### config.mk
export PLATFORM = sky130hd
export DESIGN_NAME = branch_predictor_bht
export DESIGN_NICKNAME = d
export VERILOG_FILES = /design/src/rtl/branch_predictor_bht_pkg.sv /design/src/rtl/branch_predictor_bht_sat_counter.sv /design/src/rtl/branch_predictor_bht.sv
export SDC_FILE = /design/constraint.sdc
export NUM_CORES = 1
export LEC_CHECK = 0
export CORE_MARGIN = 2
export CORE_UTILIZATION = 35
export DETAILED_ROUTE_END_ITERATION = 10
export PLACE_DENSITY = 0.52
export SLEW_MARGIN = 20
export SYNTH_ARGS = -nofsm -noshare
export SYNTH_HDL_FRONTEND = slang
export SYNTH_SLANG_ARGS = --single-unit
### constraint.sdc
create_clock -name clk -period 5.2 [get_ports clk]
set_input_delay 1.04 -clock clk [delete_from_list [all_inputs] [get_ports clk]]
set_output_delay 1.04 -clock clk [all_outputs]
set_load 0.02 [all_outputs]
### src/rtl/branch_predictor_bht_pkg.sv
// Shared types and helpers for the BHT/BTB branch predictor.
//   bp_state_e   : sweep/run state of the table controller
//   ctr_weak_t   : weakly-taken counter value for a given counter width
//   ctr_weak_nt  : weakly-not-taken counter value (one below weakly-taken)
package branch_predictor_bht_pkg;

   typedef enum logic [0:0] {
      StInit,
      StRun
   } bp_state_e;

   function automatic int unsigned ctr_weak_t(input int unsigned ctr_bits);
      return 32'd1 << (ctr_bits - 1);
   endfunction

   function automatic int unsigned ctr_weak_nt(input int unsigned ctr_bits);
      return ctr_weak_t(ctr_bits) - 32'd1;
   endfunction

endpackage

### src/rtl/branch_predictor_bht_sat_counter.sv
// Saturating up/down counter step (combinational).
//   ctr_i : current counter value
//   inc_i : 1 = count up, 0 = count down
//   en_i  : 0 passes ctr_i through unchanged
//   ctr_o : next counter value, held at all-ones / zero
module branch_predictor_bht_sat_counter #(
   parameter int unsigned CTR_BITS = 2
) (
   input  logic [CTR_BITS-1:0] ctr_i,
   input  logic                inc_i,
   input  logic                en_i,
   output logic [CTR_BITS-1:0] ctr_o
);

   always_comb begin
      ctr_o = ctr_i;
      if (en_i) begin
         if (inc_i && (ctr_i != {CTR_BITS{1'b1}})) begin
            ctr_o = ctr_i + 1'b1;
         end else if (!inc_i && (ctr_i != '0)) begin
            ctr_o = ctr_i - 1'b1;
         end
      end
   end

endmodule

### src/rtl/branch_predictor_bht.sv
// Direct-mapped dynamic branch predictor (saturating-counter BHT plus target BTB).
//   clk, rst                      : clock, synchronous active-high reset
//   pcF -> pred_hit/taken/target  : same-cycle fetch prediction
//   res_*                         : branch resolved in decode (valid, pc, outcome, old prediction)
//   mispredict/success            : check of the resolved branch against its prediction
//   redirect_pc                   : correct next PC for the resolved branch
//   ready                         : post-reset clearing sweep finished, table live
//   stat_branches/stat_mispred    : accepted resolve / mispredict counters (wrap mod 2**32)
module branch_predictor_bht
   import branch_predictor_bht_pkg::*;
#(
   parameter int unsigned IDX_BITS = 4,
   parameter int unsigned TAG_BITS = 8,
   parameter int unsigned CTR_BITS = 2
) (
   input  logic        clk,
   input  logic        rst,
   input  logic [31:0] pcF,
   output logic        pred_hit,
   output logic        pred_taken,
   output logic [31:0] pred_target,
   input  logic        res_valid,
   input  logic [31:0] res_pc,
   input  logic        res_taken,
   input  logic [31:0] res_target,
   input  logic        res_pred_taken,
   input  logic [31:0] res_pred_target,
   output logic        mispredict,
   output logic        success,
   output logic [31:0] redirect_pc,
   output logic        ready,
   output logic [31:0] stat_branches,
   output logic [31:0] stat_mispred
);

   localparam int unsigned ENTRIES = 1 << IDX_BITS;
   localparam logic [CTR_BITS-1:0] CtrWeakT  = CTR_BITS'(ctr_weak_t(CTR_BITS));
   localparam logic [CTR_BITS-1:0] CtrWeakNt = CTR_BITS'(ctr_weak_nt(CTR_BITS));
   localparam logic [IDX_BITS-1:0] LastIdx   = IDX_BITS'(ENTRIES - 1);

   // Table storage; cleared by the sweep rather than by reset.
   logic                valid_q  [ENTRIES];
   logic [TAG_BITS-1:0] tag_q    [ENTRIES];
   logic [31:0]         target_q [ENTRIES];
   logic [CTR_BITS-1:0] ctr_q    [ENTRIES];

   bp_state_e           state_q, state_d;
   logic [IDX_BITS-1:0] init_idx_q, init_idx_d;
   logic [31:0]         stat_branches_q, stat_branches_d;
   logic [31:0]         stat_mispred_q, stat_mispred_d;

   logic [IDX_BITS-1:0] f_idx, r_idx;
   logic [TAG_BITS-1:0] f_tag, r_tag;
   logic                r_hit, wrong, accepted;
   logic [CTR_BITS-1:0] ctr_upd;

   assign ready = (state_q == StRun);

   // Fetch lookup
   assign f_idx       = pcF[IDX_BITS+1:2];
   assign f_tag       = pcF[IDX_BITS+2 +: TAG_BITS];
   assign pred_hit    = ready && valid_q[f_idx] && (tag_q[f_idx] == f_tag);
   assign pred_taken  = pred_hit && ctr_q[f_idx][CTR_BITS-1];
   assign pred_target = pred_taken ? target_q[f_idx] : (pcF + 32'd4);

   // Resolve check; independent of ready so decode can always flush.
   assign wrong       = (res_pred_taken != res_taken) ||
                        (res_taken && (res_pred_target != res_target));
   assign mispredict  = res_valid && wrong;
   assign success     = res_valid && !wrong;
   assign redirect_pc = res_taken ? res_target : (res_pc + 32'd4);

   assign r_idx    = res_pc[IDX_BITS+1:2];
   assign r_tag    = res_pc[IDX_BITS+2 +: TAG_BITS];
   assign r_hit    = valid_q[r_idx] && (tag_q[r_idx] == r_tag);
   assign accepted = res_valid && ready;

   branch_predictor_bht_sat_counter #(
      .CTR_BITS(CTR_BITS)
   ) u_sat_counter (
      .ctr_i(ctr_q[r_idx]),
      .inc_i(res_taken),
      .en_i (r_hit),
      .ctr_o(ctr_upd)
   );

   always_comb begin
      state_d         = state_q;
      init_idx_d      = init_idx_q;
      stat_branches_d = stat_branches_q;
      stat_mispred_d  = stat_mispred_q;
      unique case (state_q)
         StInit: begin
            init_idx_d = init_idx_q + 1'b1;
            if (init_idx_q == LastIdx) begin
               state_d = StRun;
            end
         end
         StRun: begin
            if (accepted) begin
               stat_branches_d = stat_branches_q + 32'd1;
               if (wrong) begin
                  stat_mispred_d = stat_mispred_q + 32'd1;
               end
            end
         end
         default: state_d = StInit;
      endcase
   end

   always_ff @(posedge clk) begin
      if (rst) begin
         state_q         <= StInit;
         init_idx_q      <= '0;
         stat_branches_q <= '0;
         stat_mispred_q  <= '0;
      end else begin
         state_q         <= state_d;
         init_idx_q      <= init_idx_d;
         stat_branches_q <= stat_branches_d;
         stat_mispred_q  <= stat_mispred_d;
      end
   end

   // Table writes: sweep clear in INIT, training in RUN. A not-taken miss writes nothing.
   always_ff @(posedge clk) begin
      if (state_q == StInit) begin
         valid_q[init_idx_q] <= 1'b0;
         ctr_q[init_idx_q]   <= CtrWeakNt;
      end else if (accepted) begin
         if (r_hit) begin
            ctr_q[r_idx] <= ctr_upd;
            if (res_taken) begin
               target_q[r_idx] <= res_target;
            end
         end else if (res_taken) begin
            valid_q[r_idx]  <= 1'b1;
            tag_q[r_idx]    <= r_tag;
            target_q[r_idx] <= res_target;
            ctr_q[r_idx]    <= CtrWeakT;
         end
      end
   end

   assign stat_branches = stat_branches_q;
   assign stat_mispred  = stat_mispred_q;

endmodule

### After elaboration in Yosys (flattened, before gate mapping)

Memories as Yosys holds them, arrays and structs flattened.
Index checks and enable logic that the tools add are counted.

* RAM bits: 688
* input port bits: 133
* register bits after elaboration: 69
* word-level logic and storage cells: 70
* output and inout bits: 133
* memories kept: 4

Memory list
* target_q: depth 16, bits a word 32, rd ports 1, clocked after memory_dff 0, write ports 1, RTL line branch_predictor_bht.sv:44 `logic [31:0] target_q [ENTRIES];`
* tag_q: depth 16, bits a word 8, rd ports 2, clocked after memory_dff 0, write ports 1, RTL line branch_predictor_bht.sv:43 `logic [TAG_BITS-1:0] tag_q [ENTRIES];`
* ctr_q: depth 16, bits a word 2, rd ports 2, clocked after memory_dff 0, write ports 1, RTL line branch_predictor_bht.sv:45 `logic [CTR_BITS-1:0] ctr_q [ENTRIES];`
* valid_q: depth 16, bits a word 1, rd ports 2, clocked after memory_dff 0, write ports 1, RTL line branch_predictor_bht.sv:42 `logic valid_q [ENTRIES];`

* reductions and logical operators: 18
* mux-type cells: 29
* equal/unequal tests: 6
* $add $sub $neg: 7
* bitwise gates (word level): 2

Operators with widths (count)
* 32-bit two-way mux: 3
* 32-bit by 1-bit adder with 32-bit output (second input constant): 2
* 32-bit by 3-bit adder with 32-bit output (second input constant): 2
* 32-bit != test: 1
* 1-bit two-way mux: 19
* 8-bit equality test: 2
* 1-bit logical AND: 10
* 2-bit two-way mux: 5
* 4-bit two-way mux: 2
* 4-bit by 1-bit adder with 4-bit output (second input constant): 1
* 4-bit equality test (second input constant): 1
* 3-bit AND reduction: 1
* 2-bit by 1-bit adder with 2-bit output (second input constant): 1
* 1-bit logical NOT: 2
* 2-bit != test (second input constant): 1
* 1-bit bitwise OR: 2
* 2-bit AND reduction: 1
* 2-bit nonzero test: 1
* 2-bit OR reduction: 1
* 2-bit by 1-bit subtractor with 2-bit output (second input constant): 1
* 1-bit logical OR: 1
* 1-bit != test: 1
* 1-bit OR reduction: 1

### Logic depth before layout (Yosys ltp)

Gate-level depths: netlist (run 1).
An unclocked memory read counts as a cell.

* word-level depth: 10
* gate-level depth with buffers: 12
* depth with buffers taken out: 8

### Cells and area by module

Synthesis (run 1) repeated with hierarchy kept, for this count alone.

* cells, all modules: 1951
* area, all modules: 33408.3 sq um

Modules (own cells, without submodules)
* branch_predictor_bht: sequential area each 22041.1 sq um, area an instance 33339.5 sq um, times used 1, cells an instance 1941
* branch_predictor_bht_sat_counter: sequential area each 0.0 sq um, area an instance 68.8 sq um, times used 1, cells an instance 10

### Worst setup path after synthesis (run 1)

OpenSTA, ideal clock, no wires.

* kind: input -> output
* start: in pcF[2]
* end: out pred_target[0]
* stages: 7
* data required time: 4.160 ns
* arrival time: 3.573 ns
* path buffers: 4
* slack: 0.587 ns
* cells stage by stage: buf_4 > buf_4 > buf_2 > buf_1 > mux4_2 > mux4_2 > mux2_2

* cells in the longest elaborated chain, start to end: 5
* elaborated cells on any way between the ends: 9
* those cells by class: eq/ne (1); mux (1); reduce/logical (3); memory (4)

Ends and longest elaborated chain
* start, declared: RTL line branch_predictor_bht.sv:18 `input logic [31:0] pcF,`
* memory 16 x 8 bit or memory 16 x 1 bit (tied branches)
* 8-bit equality test or 1-bit logical AND (tied branches): RTL line branch_predictor_bht.sv:62 `assign pred_hit = ready && valid_q[f_idx] && (tag_q[f_idx] == f_tag);`
* 1-bit logical AND: RTL line branch_predictor_bht.sv:62
* 1-bit logical AND: RTL line branch_predictor_bht.sv:63 `assign pred_taken = pred_hit && ctr_q[f_idx][CTR_BITS-1];`
* 32-bit two-way mux *: RTL line branch_predictor_bht.sv:64 `assign pred_target = pred_taken ? target_q[f_idx] : (pcF + 32'd4);`
* end, declared: RTL line branch_predictor_bht.sv:21 `output logic [31:0] pred_target,`

Mark *: on every way between the ends. The rest lies on a longest branch, timed or not.

### Worst setup path after layout (run 1)

* start: in res_pc[6]
* end: out redirect_pc[29]

* cells in the longest elaborated chain, start to end: 2

Ends and longest elaborated chain
* start, declared: RTL line branch_predictor_bht.sv:23 `input logic [31:0] res_pc,`
* 32-bit by 3-bit adder with 32-bit output: RTL line branch_predictor_bht.sv:71 `assign redirect_pc = res_taken ? res_target : (res_pc + 32'd4);`
* 32-bit two-way mux: RTL line branch_predictor_bht.sv:71
* end, declared: RTL line branch_predictor_bht.sv:30 `output logic [31:0] redirect_pc,`

Every way passes these cells.

==> results_dict.tcl, run 1 <==
set metrics [dict create \
    drc 0 \
    synth_fa_ha_area_frac 0.00372 \
    cts_hold_buf 0 \
    synth_top_cell_by_area "edfxtp_1" \
    drt_first_pass_iters 5 \
    final-max-slew-violation-count 0 \
    syn_area_per_cell_um2 17.7 \
    ys_types 59 \
    fin_nets 2427 \
    synth_xor_area_frac 0.0419 \
    syn_inst 1895 \
    diodes 0 \
    drt_wl_total_um 102000 \
    yosysWarnings 0 \
    use_met3 0.0370 \
    grt_pass1_wl_um 146000 \
    clkTransAtPathRegs_ns 0.06 \
    hold_path_class "register to register" \
    finalHoldWorstSlack_ns 0.491 \
    async_flop_share 0 \
    path_class "input port to output port" \
    synth_compound_area_frac 0.0250 \
    core_um2 95200 \
    ys_ff_latch 757 \
    cts_buffers 82 \
    crit_fanout 6 \
    cts_root_buf "clkbuf_16" \
    cp-start-kind "input port" \
    drt_iter0_drc 1858 \
    synth.area.top_cells "edfxtp_1, mux4_2, dfxtp_1" \
    status "finished clean" \
    vias_per_cell 5.46 \
    syn_area_um2 33600 \
    finalSetupViolations 0 \
    grt_usage 0.205 \
    met1_usage 0.290 \
    htreeDepth 3 \
    relSlewSlack 0.325 \
    timing.final.crit_period_ns 5.13 \
    grt-busiest-layer "met2" \
    grt_overflow 0 \
    drive_gt1_frac 0.256 \
    num_io_pins 266 \
    via_count 19800 \
    synth-simple-area-share 0.0597 \
    fmax_ghz 0.195 \
    finalHoldViolCount 0 \
    synth_top_family_by_area "multiplexers" \
    area_growth_pct 23.4 \
    die_h_um 314 \
    clock_latency_ns 0.66 \
    wl_per_cell_um 28.2 \
    die_width_um 314 \
    cp.arrival_ns 4.09 \
    portBuffers 265 \
    skew_ns 0.0354 \
    cap_viol_max_count 0 \
    start_util 0.353 \
    crit_path_end_kind "output port" \
    final_core_util 0.436 \
    detail-route-antenna-nets 0 \
    p_leak_nw 13.5 \
    grt_util_met2 0.332 \
    cts_sinks 757 \
    placedInstanceArea_um2 38700 \
    grt_pass1_vias 20100 \
    tightest_slew_ns 1.00 \
    final_area_um2 41500 \
    die_area_um2 98600 \
    synth_nets 2038 \
    finalCritPeriodShare 0.986 \
    grt_max_degree 53 \
    synth_top_area_share 0.614 \
    cts_tree "yes" \
    synth_edf_count 688 \
    synth.mux.area_fraction 0.192 \
    ys.flop_type "edfxtp_1" \
    rows 113 \
    antenna_found_initial 1 \
    hpwl_um 65200 \
    powerDensity_nw_per_um2 327 \
    required_ns 4.16 \
    irDropWorstVdd_uv 270 \
    rsz0062_at_grt "no" \
    globalplace.congestion 0.862 \
    cts.path.max_buffers 3 \
    synth.yosys.seq_area_share 0.655 \
    fillCellCount 8364 \
]
-- timing repair --
action,in CTS,in global routing
endpoints found under the setup margin,4,33
pin swaps,0,1
setup buffers,0,1
resized for setup,6,14
-- placed cells by master, fill, tap and decap left out, types with 8 or more instances in the layout --
cell             Yosys  layout
nand3_1             42      41
mux2_2               8       8
edfxtp_1           688     688
mux2i_1             36      36
nor3_1              28      28
nor4_1              15      12
mux4_2             240     240
clkdlybuf4s50_1      0     245
xor2_1              81      81
o41ai_1             10      10
dfxtp_1             69      69
nor2_1              86      70
a21oi_1             23      23
nand2_1             98      98
ha_1                10      10
nor2b_1              8       8
clkinv_2             0      11
inv_1               22      22
buf_4                6     141
clkinv_1             0      19
o31ai_1             18      18
dlymetal6s2s_1       0       9
o21ai_0             44      43
and3_1              25      25
buf_12               0      19
clkbuf_1            50      14
clkbuf_16            0      83
or4_1               12      11
nand4_1             37      37
mux2_4              28      28
nor2_4               0      16
xnor2_1             80      79
-- per-stage QoR --
stage	setup TNS [ns]	setup slack, ns	instances	power [W]
after global routing	0	0.00107	3616	0.0140
after detailed placement	-0.181	-0.0723	3464	0.00784
after floorplan	0	0.587	1895	0.00732
final	0	0.0747	3616	0.0136
after global placement	-0.331	-0.0836	3464	0.00784
after CTS	0	0.00211	3615	0.0137
-- sequential cells by signal, summed over array words and instances, names as in the netlist --
name	cells
stat_branches	32
ready	1
tag_q	128
target_q	512
stat_mispred	32
init_idx_q	4
valid_q	16
ctr_q	32
-- per-layer routing --
metal  vias to the layer above  part of all wire
met5                         -                 0
met3                       101             0.068
li1                       8445                 -
met2                       759              0.48
met4                         0             0.016
met1                     10500              0.44
-- Yosys cell counts, types with 23 or more instances --
cell type,n
and3_1,25
xnor2_1,80
nand3_1,42
dfxtp_1,69
edfxtp_1,688
mux2i_1,36
nor2_1,86
mux4_2,240
mux2_4,28
nand4_1,37
o21ai_0,44
nand2_1,98
clkbuf_1,50
nor3_1,28
xor2_1,81
a21oi_1,23
-- worst max-delay path: stages --
cell,delay (ns)
clkdlybuf4s50_1,0.49
nand3_1,0.43
nor3_1,0.33
buf_4,0.18
nand2b_1,0.18
nor3_1,0.22
buf_4,0.16
nand3_1,0.10
xor2_1,0.15
o21ai_0,0.16
clkdlybuf4s50_1,0.63
-- area by class of cell --
type	instances	area (µm²)	share of cell area
Clock buffer	100	2170	0.0523
Timing Repair Buffer	420	4050	0.0976
Sequential cell	757	22000	0.531
Multi-Input combinational cell	1001	11000	0.266
Clock inverter	51	556	0.0134
Inverter	22	82.6	0.00199
Tap cell	1265	1580	0.0381
-- kinds of logic after synthesis --
logic type / count (synthesis)
DFF: 757
and+or+nand+nor: 392
muxes: 319
xor gates and xnor gates: 161
buffers and inverters: 137
AOI/OAI and AO/OA: 119
adders and majority gates: 10
-- worst paths after layout --
check | start | to | slack (ns) | cells past startpoint
max | res_pc[6] | redirect_pc[29] | 0.07 | 11
min reg2reg | stat_mispred[21]$_SDFFE_PP0P_ | stat_mispred[21]$_SDFFE_PP0P_ | 0.49 | 2
max reg2reg | tag_q[7][7]$_DFFE_PP_ | ctr_q[1][1]$_DFFE_PP_ | 1.82 | 7
min | stat_mispred[21]$_SDFFE_PP0P_ | stat_mispred[21]$_SDFFE_PP0P_ | 0.49 | 2
-- report_power, final --
group | internal, W | total [W] | switching (W)
Combinational | 0.000490 | 0.00107 | 0.000584
Clock | 0.00336 | 0.00587 | 0.00250
Sequential | 0.00663 | 0.00664 | 0.00000651
Total | 0.0105 | 0.0136 | 0.00309
(Power assumes the default switching activity.)
==> run 2: changes to the inputs <==
--- a/config.mk
+++ b/config.mk
@@ -9,6 +9,7 @@
 export CORE_UTILIZATION = 35
 export DETAILED_ROUTE_END_ITERATION = 10
 export PLACE_DENSITY = 0.52
+export SKIP_LAST_GASP = 1
 export SLEW_MARGIN = 20
 export SYNTH_ARGS = -nofsm -noshare
 export SYNTH_HDL_FRONTEND = slang
==> run 2 against run 1 <==
Against the previous run:
- sequential power about the same
- wire length decreased by 0.12%
- non-clock buffer count unchanged
- count of clock-buffer cells in the layout unchanged
- via count about the same
- global-route usage unchanged
==> results_dict.tcl, run 2 (synthesis gave the netlist of run 1 again) <==
set metrics [dict create \
    status "finished clean" \
    fmax_ghz 0.195 \
    dp.cells 3464 \
    diodes 0 \
    grt_overflow 0 \
    drc 0 \
    die_area_um2 98600 \
    clkPwrFrac 0.432 \
    rows 113 \
    die_width_um 314 \
    fin_cells 3616 \
    largest_reg_flops 512 \
    p_sw_frac 0.228 \
    htreeDepth 3 \
    drt_iter0_drc 1855 \
    internal_power_w 0.0105 \
    timing.final.crit_period_ns 5.13 \
    tightest_slew_ns 1.01 \
    fillCellCount 8364 \
    drive_gt1_frac 0.256 \
    rr_endpoint "ctr_q[1][1]$_DFFE_PP_" \
    drt_wl_total_um 102000 \
    die_h_um 314 \
    portBuffers 265 \
    irDropWorstVdd_uv 270 \
    relSlewSlack 0.318 \
    cp-start-kind "input port" \
    vias_per_cell 5.46 \
    cts_root_buf "clkbuf_16" \
    min_path_cells 2 \
    detail-route-antenna-nets 0 \
    regMostFlops "target_q" \
    grt_usage 0.205 \
    hpwl_um 65200 \
    finalHoldViolCount 0 \
    final.setup.worst_slack_ns 0.0710 \
    switchingPower_w 0.00309 \
    p_comb_frac 0.079 \
    final-max-slew-violation-count 0 \
    power_w 0.0136 \
    cts_tree "yes" \
    p_leak_nw 13.5 \
    via_count 19700 \
    cts_buffers 82 \
    reg_top3 "target_q: 512 flops, tag_q: 128 flops" \
    worst-r2r-cell-count 7 \
    rsz0062_at_grt "no" \
    cp.arrival_ns 4.09 \
    core_um2 95200 \
    clkTransAtPathRegs_ns 0.06 \
    antenna_found_initial 1 \
    rrSetupSlack_ns 1.82 \
    cts.path.max_buffers 3 \
    finalCritPeriodShare 0.986 \
    clock_latency_ns 0.66 \
    area_growth_pct 23.4 \
    layout_common_cells "edfxtp_1, clkdlybuf4s50_1, mux4_2, buf_4, nand2_1" \
    final_core_util 0.436 \
    required_ns 4.16 \
    path_class "input port to output port" \
    wl_per_cell_um 28.2 \
    seqPwrFrac 0.489 \
    reg2reg_from "tag_q[7][7]$_DFFE_PP_" \
    grt_pass1_vias 20100 \
    holdPathEnd "stat_mispred[21]$_SDFFE_PP0P_" \
    pre_cts_ws_ns -0.0723 \
    fin_nets 2427 \
    hold_path_class "register to register" \
    crit_path_end_kind "output port" \
    num_io_pins 266 \
    globalplace.congestion 0.862 \
    min_from "stat_mispred[21]$_SDFFE_PP0P_" \
    layout_commonest_cell "edfxtp_1" \
    drt_first_pass_iters 5 \
    cap_viol_max_count 0 \
    finalSetupViolations 0 \
    grt_max_degree 53 \
    skew_ns 0.0356 \
    cts_sinks 757 \
    powerDensity_nw_per_um2 327 \
    start_util 0.353 \
    crit_fanout 6 \
    grt_pass1_wl_um 146000 \
]
-- run 2: cell counts in the layout (fill, tap and decap cells not counted) --
No cell type changed its count.
-- run 2: worst max path at each step --
stage,endpoint,cells after the start,startpoint,slack [ns]
after floorplan,pred_target[0],7,pcF[2],0.59
after global placement,success,9,res_target[2],-0.08
after detailed placement,pred_target[20],12,pcF[3],-0.07
after CTS,success,11,res_target[13],-0.03
after global routing,pred_target[31],11,pcF[3],0.001
final,redirect_pc[29],11,res_pc[6],0.07
-- run 2: power groups by stage --
stage	combinational, W	sequential [W]	clock, W
after CTS	0.00109	0.00664	0.00600
after global routing	0.00114	0.00663	0.00626
after global placement	0.00107	0.00677	0
after floorplan	0.000554	0.00677	0
final	0.00107	0.00664	0.00586
after detailed placement	0.00108	0.00677	0
-- run 2: repair_timing --
action                                  4_1_cts  5_1_grt
hold buffers                                  0        0
gates resized for setup                       5       15
buffers inserted                              0        1
gates cloned                                  0        0
endpoints found under the setup margin        4       35
pin swaps                                     0        1
-- run 2: routing by layer --
metal / wire (µm) / global-route usage
met1: 44300 / 0.290
met2: 49100 / 0.332
met3: 6880 / 0.0370
met4: 1610 / 0.0437
met5: 0 / 0
-- run 2: stage by stage --
stage,area [µm²],setup TNS [ns],hold slack [ns]
after floorplan,33600,0,0.540
after global placement,38700,-0.331,0.476
after detailed placement,38700,-0.181,0.493
after CTS,41400,-0.0260,0.501
after global routing,41500,0,0.530
final,41500,0,0.491
-- run 2: final cells by class --
| type | instances | area, µm² | area share |
|---|---|---|---|
| tap | 1265 | 1580 | 0.0381 |
| sequential | 757 | 22000 | 0.531 |
| clock buffer | 100 | 2170 | 0.0523 |
| clock inverter | 51 | 556 | 0.0134 |
| timing repair buffer | 420 | 4050 | 0.0976 |
| inverter | 22 | 82.6 | 0.00199 |
| multi-input combinational | 1001 | 11000 | 0.266 |
-- run 2: worst max-delay path, stage by stage --
cell             delay (ns)
clkdlybuf4s50_1        0.49
nand3_1                0.43
nor3_1                 0.33
buf_4                  0.18
nand2b_1               0.19
nor3_1                 0.22
buf_4                  0.16
nand3_1                0.09
xor2_1                 0.15
o21ai_0                0.16
clkdlybuf4s50_1        0.63
